File: src/rtl/icache_dm.sv
// Direct-mapped instruction cache with whole-line refill over a req/ack word bus.
// One-cycle registered hit latency; stalls the fetch stream while a line is refilled.
module icache_dm #(
    parameter int          LINES = 16,
    parameter int          WORDS = 4,
    parameter logic [31:0] NOP   = 32'h0000_0013
) (
    input  logic        clk,
    input  logic        rst_n,
    input  logic [31:0] i_addr,
    input  logic        flush,
    output logic [31:0] ins,
    output logic        ins_valid,
    output logic        stall,
    output logic        mem_req,
    output logic [31:0] mem_addr,
    input  logic [31:0] mem_rdata,
    input  logic        mem_ack
);
    localparam int OW = $clog2(WORDS);
    localparam int IW = $clog2(LINES);
    localparam int TW = 32 - OW - IW;

    typedef enum logic [1:0] {IDLE, REFILL, RESP} state_t;

    state_t             state_q, state_d;
    logic [LINES-1:0]   valid_q, valid_d;
    logic [31:0]        ins_q, ins_d;
    logic               ins_valid_q, ins_valid_d;
    logic               stall_q, stall_d;
    logic [31:0]        miss_addr_q, miss_addr_d;
    logic [OW-1:0]      cnt_q, cnt_d;
    logic               fflag_q, fflag_d;
    logic               data_we, tag_we;

    logic [TW-1:0]      tag_mem  [LINES];
    logic [31:0]        data_mem [LINES*WORDS];

    logic [OW-1:0]      off, miss_off;
    logic [IW-1:0]      idx, miss_idx;
    logic [TW-1:0]      tag, miss_tag;
    logic               hit;

    assign off      = i_addr[OW-1:0];
    assign idx      = i_addr[OW +: IW];
    assign tag      = i_addr[31 -: TW];
    assign miss_off = miss_addr_q[OW-1:0];
    assign miss_idx = miss_addr_q[OW +: IW];
    assign miss_tag = miss_addr_q[31 -: TW];

    // A flush in the lookup cycle forces a miss.
    assign hit = valid_q[idx] && (tag_mem[idx] == tag) && !flush;

    always_comb begin
        state_d     = state_q;
        valid_d     = valid_q;
        ins_d       = ins_q;
        ins_valid_d = ins_valid_q;
        stall_d     = stall_q;
        miss_addr_d = miss_addr_q;
        cnt_d       = cnt_q;
        fflag_d     = fflag_q;
        data_we     = 1'b0;
        tag_we      = 1'b0;
        if (flush) valid_d = '0;
        unique case (state_q)
            IDLE: begin
                fflag_d = 1'b0;
                if (hit) begin
                    ins_d       = data_mem[{idx, off}];
                    ins_valid_d = 1'b1;
                end else begin
                    miss_addr_d = i_addr;
                    ins_d       = NOP;
                    ins_valid_d = 1'b0;
                    stall_d     = 1'b1;
                    cnt_d       = '0;
                    state_d     = REFILL;
                end
            end
            REFILL: begin
                if (flush) fflag_d = 1'b1;
                if (mem_ack) begin
                    data_we = 1'b1;
                    cnt_d   = cnt_q + OW'(1);
                    if (cnt_q == OW'(WORDS - 1)) begin
                        tag_we  = 1'b1;
                        if (!(fflag_q || flush)) valid_d[miss_idx] = 1'b1;
                        state_d = RESP;
                    end
                end
            end
            RESP: begin
                ins_d       = data_mem[{miss_idx, miss_off}];
                ins_valid_d = 1'b1;
                stall_d     = 1'b0;
                fflag_d     = 1'b0;
                state_d     = IDLE;
            end
            default: state_d = IDLE;
        endcase
    end

    always_ff @(posedge clk) begin
        if (!rst_n) begin
            state_q     <= IDLE;
            valid_q     <= '0;
            ins_q       <= NOP;
            ins_valid_q <= 1'b0;
            stall_q     <= 1'b0;
            miss_addr_q <= '0;
            cnt_q       <= '0;
            fflag_q     <= 1'b0;
        end else begin
            state_q     <= state_d;
            valid_q     <= valid_d;
            ins_q       <= ins_d;
            ins_valid_q <= ins_valid_d;
            stall_q     <= stall_d;
            miss_addr_q <= miss_addr_d;
            cnt_q       <= cnt_d;
            fflag_q     <= fflag_d;
        end
    end

    always_ff @(posedge clk) begin
        if (rst_n && data_we) data_mem[{miss_idx, cnt_q}] <= mem_rdata;
        if (rst_n && tag_we)  tag_mem[miss_idx] <= miss_tag;
    end

    assign ins       = ins_q;
    assign ins_valid = ins_valid_q;
    assign stall     = stall_q;
    assign mem_req   = (state_q == REFILL);
    assign mem_addr  = mem_req ? {miss_addr_q[31:OW], cnt_q} : 32'h0;

endmodule

File: config.mk
export PLATFORM = sky130hd
export DESIGN_NAME = icache_dm
export DESIGN_NICKNAME = d
export VERILOG_FILES = /design/src/rtl/icache_dm.sv
export SDC_FILE = /design/constraint.sdc
export NUM_CORES = 2
export LEC_CHECK = 0
export CORE_MARGIN = 10
export CORE_UTILIZATION = 53
export DETAILED_ROUTE_END_ITERATION = 10
export MAX_ROUTING_LAYER = met4
export PLACE_DENSITY = 0.8
export SLEW_MARGIN = 20
export SYNTH_ARGS = -nofsm -noshare
export SYNTH_HDL_FRONTEND = slang
export SYNTH_SLANG_ARGS = --single-unit
File: constraint.sdc
create_clock -name clk -period 5.6 [get_ports clk]
set_clock_uncertainty 0.2 [all_clocks]
set_input_delay 0.56 -clock clk [delete_from_list [all_inputs] [get_ports clk]]
set_output_delay 0.56 -clock clk [all_outputs]
set_load 0.1 [all_outputs]
-- After elaboration in Yosys (flattened, before gate mapping)
Memory sizes are Yosys's and may differ from the RTL's. A register that Yosys moved wholly into a read port is not among the register bits.
Cells that the tools add are included.
- bits in registers: 87
- latch bits: 0
- memory bits (writable): 2464
- ROM bits: 0
- bits of input ports: 68
- output and inout port bits: 67
- logic and storage cells: 77
- memories: 2
- add/subtract/negate cells: 1
- multiply operators: 0
- divide/modulo/power cells: 0
- $lt $le $gt $ge: 3
- eq/ne operators: 8
- shift-type cells: 0
- muxes and demuxes: 36
- bitwise gates (word level): 2
- reduce and logical (&&, ||, !) cells: 17
- memory list (memory ; depth ; width ; read ports ; clocked after memory_dff ; wr ports ; line ; source):
    data_mem ; 64 ; 32 ; 2 ; 1 ; 1 ; 37 ; logic [31:0] data_mem [LINES*WORDS];
    tag_mem ; 16 ; 26 ; 1 ; 0 ; 1 ; 36 ; logic [TW-1:0] tag_mem [LINES];
- operator list (operator ; count):
    16-bit 2-to-1 mux ; 5
    32-bit 2-to-1 mux ; 2
    32-bit case mux with 2 select lines ; 1
    26-bit equality test ; 1
    16-bit OR ; 1
    1-bit 2-to-1 mux ; 14
    6-bit 2-to-1 mux ; 2
    4-bit by 5-bit less-than comparator with 1-bit output (second input constant) ; 2
    2-bit 2-to-1 mux ; 5
    2-bit case mux with 2 select lines ; 2
    1-bit case mux with 2 select lines ; 3
    2-bit AND reduction ; 3
    3-bit AND reduction ; 2
    2-bit nonzero test ; 3
    1-bit logical AND ; 5
    1-bit binary-select mux with 4-bit select ; 1
    1-bit demux with 4-bit select ; 1
    2-bit equality test (second input constant) ; 2
    4-bit by 1-bit greater-or-equal comparator with 1-bit output (second input constant) ; 1
    2-bit by 1-bit inequality test with 1-bit output (second input constant) ; 2
    2-bit inequality test (second input constant) ; 2
    2-bit by 1-bit adder with 2-bit output (second input constant) ; 1
    2-bit by 1-bit equality test with 1-bit output (second input constant) ; 1
    2-bit zero test ; 1
    4 further kinds ; 4

-- Depth between registers and ports, before layout
- depth after elaboration: 9
- mapped depth: 14
- gate-level depth less buffers: 8

-- Worst setup path before layout
Ideal clock, no wire load.
- kind: flip-flop to flip-flop
- from: register state_q[0]
- to: memory data_mem[14][0] (enable)
- setup time: 0.421 ns
- arrival time: 4.207 ns
- data required time: 4.979 ns
- slack: 0.771 ns
- cell stages (with the launch flop): 8
- path buffers: 1
- clock period less this slack: 4.829 ns
- path through: dfxtp_1 -> inv_1 -> clkbuf_1 -> nor2_1 -> nand2_1 -> nor3_1 -> nand3_1 -> nor2_1
- longest elaborated chain between the ends: 5
- ends and longest elaborated chain (element ; line ; source):
    start: declaration ; 26 ; state_t state_q, state_d;
    start signal: assignment ; 115 ; state_q <= state_d;
    2-bit by 1-bit equality test with 1-bit output ; -- ;
    via mem_req ; 15 ; output logic mem_req,
    1-bit 2-to-1 mux ; 66 ; unique case (state_q)
    1-bit logical AND ; 127 ; if (rst_n && data_we) data_mem[{miss_idx, cnt_q}] <= mem_rdata;
    1-bit 2-to-1 mux ; 127 ;
    1-bit 2-to-1 mux (not written as such) ; 127 ;
    end: declaration ; 37 ;
The timed path passes the listed nets, and every way through them passes these cells.

-- Worst setup path in the final report
- from: register state_q[0]
- to: output mem_addr[23]
- longest elaborated chain between the ends: 2
- ends and longest elaborated chain (element ; line ; source):
    2-bit by 1-bit equality test with 1-bit output ; 134 ; assign mem_req = (state_q == REFILL);
    32-bit 2-to-1 mux ; 135 ; assign mem_addr = mem_req ? {miss_addr_q[31:OW], cnt_q} : 32'h0;
    end: declaration ; 16 ; output logic [31:0] mem_addr,
Every way passes these cells.

==> metrics.cfg <==
[run_status]
status = completed

[critical_path]
r2r.worst_path.cells = 8
critPathSlowestCell = clkdlybuf4s50_1
crit_type = reg -> out
required_ps = 4840
arrival_ps = 3970
cp-end-kind = primary output
cp_cell_sequence = buf_4 > and3_1 > clkdlybuf4s50_1
r2r_slack_ps = 1200
crit_path_start = state_q[0]$_SDFFE_PN0P_
crit_path_max_incr_delay_ps = 1170
critPathCapture = mem_addr[23]
cp-start-kind = flip-flop
r2r-start = state_q[0]$_SDFFE_PN0P_
cp_max_fo = 42
reg2reg_to = data_mem[19][9]$_DFFE_PP_

[floorplanning]
pin_count = 135
die_height_um = 484
die_x_um = 484
die-area_um2 = 234000
rows = 170
start_util_pct = 53.2
core_region_area_um2 = 214000

[routing]
firstDrtPassIters = 6
routed_wl_um = 347000
viasPerCell = 7.49
via_count = 63500
post_drt_wl_per_cell_um = 40.9
ant_nets = 0
drt_iter0_drc = 11900
drcViolationCount = 0

[clock_network]
post_cts_resized = 0
path_clk_slew_ps = 60
cts_hold_buffers = 0
htreeDepth = 5
cts_buffers = 279
clkSinkCount = 2557
post_cts_buffers = 0
cts-root-buf = clkbuf_16
clockBufferDepth = 4
clkLatencyLatePin_ps = 950
cts_tree = yes

[cells_and_area]
nFillCells = 14000
seqCellArea_um2 = 75900
drive_above_1_share_pct = 38.0
layout_commonest_cell = edfxtp_1
postLayoutCellArea_um2 = 129000
nets = 5501
final_cell_mix = edfxtp_1, mux4_2, clkbuf_16
multiInputGateArea_um2 = 36900
area_growth_pct = 13.1

[grt]
grt_max_degree = 96
grt_pass1_wl_um = 493000
overflow = 0
antenna_found_initial = 25
grt_pass1_vias = 64900
track_usage_pct = 30.3

[placed_design]
dp_slack_ps = 955
hpwl_um = 187000
numPortBuffers = 134
gp_congestion = 0.848
place_area_um2 = 120000

[timing]
setup_viol = 0
fmax_ghz = 0.212
worst_pin_slew_ps = 1260
finalCritPeriodShare_pct = 84.4
fin_hold_ws_ps = 96.3
hold_viol = 0
tns_ps = 0
setup_ws_ps = 873
rsz0062_at_grt = no
finalMaxSlewViolations = 0
min_period_ps = 4730
slew_headroom_pct = 15.9

[synthesis]
synth.avg_cell_area_um2 = 22.0
netlist_area_um2 = 114000
yosysWarnings = 0
ys.flop_type = edfxtp_1
ys_types = 68
ys_ff_latch = 2557
synth_enable_flop_cells = 2464
syn_nets = 5253
async_reset_ff_share_pct = 0
ys_seq_area_share_pct = 66.6
syn_inst = 5184

[power]
p_leak_nw = 39.5
power_density_nw_per_um2 = 327
ir_drop_v = 0.000358

[flow_run]
cap_violations = 0

[min_path]
min_path_type = in -> reg

==> where the power goes <==
| group | internal [W] | switching [W] | total, W | leakage (nW) |
|---|---|---|---|---|
| clock | 0.0104 | 0.00739 | 0.0178 | 4.19 |
| sequential | 0.0210 | 0.000153 | 0.0212 | 23.0 |
| combinational | 0.00152 | 0.00173 | 0.00325 | 12.4 |
| total | 0.0329 | 0.00927 | 0.0422 | 39.5 |
==> sequential cells by signal, summed over array words and instances, names as in the netlist, named ones only <==
register / flops
ins_valid: 1
data_mem: 2048
stall: 1
state_q: 2
fflag_q: 1
valid_q: 16
ins: 32
cnt_q: 2
miss_addr_q: 32
tag_mem: 416
==> stage by stage <==
stage                     power [W]  utilization [%]  cells
after global placement       0.0247             56.0   7983
final                        0.0422             60.1   8483
after global routing         0.0431             60.1   8478
after floorplan              0.0237                -   5184
after detailed placement     0.0247             56.1   7985
after CTS                    0.0422             60.1   8454
==> worst min-delay path by stage <==
stage / from / endpoint / slack (ps) / cells after the start
finish: i_addr[26] / miss_addr_q[26]$_SDFFE_PN0P_ / 100 / 3
global route: i_addr[26] / miss_addr_q[26]$_SDFFE_PN0P_ / 90 / 3
CTS: i_addr[17] / miss_addr_q[17]$_SDFFE_PN0P_ / 60 / 3
detailed placement: valid_q[5]$_SDFF_PN0_ / valid_q[5]$_SDFF_PN0_ / 250 / 2
global placement: miss_addr_q[0]$_SDFFE_PN0P_ / flip-flop / 230 / 2
floorplan: valid_q[12]$_SDFF_PN0_ / valid_q[12]$_SDFF_PN0_ / 220 / 2
==> routing by layer <==
| metal | GRT usage (%) | share of wire [%] |
|---|---|---|
| met2 | 44.3 | 46 |
| met5 | - | 0 |
| met4 | 15.9 | 6.2 |
| met1 | 37.9 | 32 |
| met3 | 10.0 | 16 |
==> cell usage after synthesis, drive strengths merged (2+ instances only) <==
| library cell | count | area (um^2) |
|---|---|---|
| xor2 | 10 | 87.6 |
| o21ai | 22 | 110 |
| a31oi | 2 | 12.5 |
| nor3b | 3 | 22.5 |
| o22ai | 38 | 238 |
| nor3 | 10 | 55.1 |
| clkbuf | 236 | 886 |
| nor2 | 95 | 357 |
| nand3 | 11 | 55.1 |
| a221oi | 7 | 61.3 |
| and3b | 2 | 17.5 |
| mux2i | 92 | 921 |
| nand2 | 251 | 945 |
| a22o | 7 | 61.3 |
| nor4 | 4 | 31.3 |
| and3 | 36 | 225 |
| mux4 | 1402 | 31600 |
| nand3b | 5 | 37.5 |
| nand2b | 5 | 31.3 |
| nand4 | 5 | 31.3 |
| nor2b | 40 | 250 |
| dfxtp | 93 | 1860 |
| o2bb2ai | 2 | 17.5 |
| or3 | 5 | 31.3 |
| mux2 | 12 | 135 |
| buf | 161 | 811 |
| and2 | 4 | 25.0 |
| a21o | 3 | 22.5 |
| a2111oi | 2 | 17.5 |
| inv | 6 | 22.5 |
| a22oi | 17 | 133 |
| edfxtp | 2464 | 74000 |
| xnor2 | 11 | 104 |
| o31ai | 2 | 15.0 |
| a21oi | 98 | 490 |
==> area by class of cell <==
cell class | instances | area share (%)
Inverter | 6 | 0.0194
Timing Repair Buffer | 364 | 2.93
Clock buffer | 376 | 5.97
Tap cell | 2838 | 2.76
Multi-Input combinational cell | 2224 | 28.7
Clock inverter | 93 | 0.699
Sequential cell | 2557 | 58.9
Antenna cell | 25 | 0.0486
==> cell families (layout without fill, tap and decap cells) <==
kind of cell,after synthesis,after routing,synth area share [%]
buffers and inverters,403,839,1.51
other,0,25,0
multiplexers,1506,1506,28.7
AND/OR/NAND/NOR,482,482,1.90
adder cells (fa/ha/maj),1,1,0.0110
flip-flops,2557,2557,66.6
XOR/XNOR,21,21,0.168
AO/OA/AOI/OAI,214,214,1.14
==> worst max-delay path, delay by kind of cell (launching register included) <==
kind | cells | cell delay, ps
DFF | 1 | 490
and+or+nand+nor | 1 | 380
buffers and inverters | 2 | 2140
Note: power is estimated with default switching activity, not from simulation.
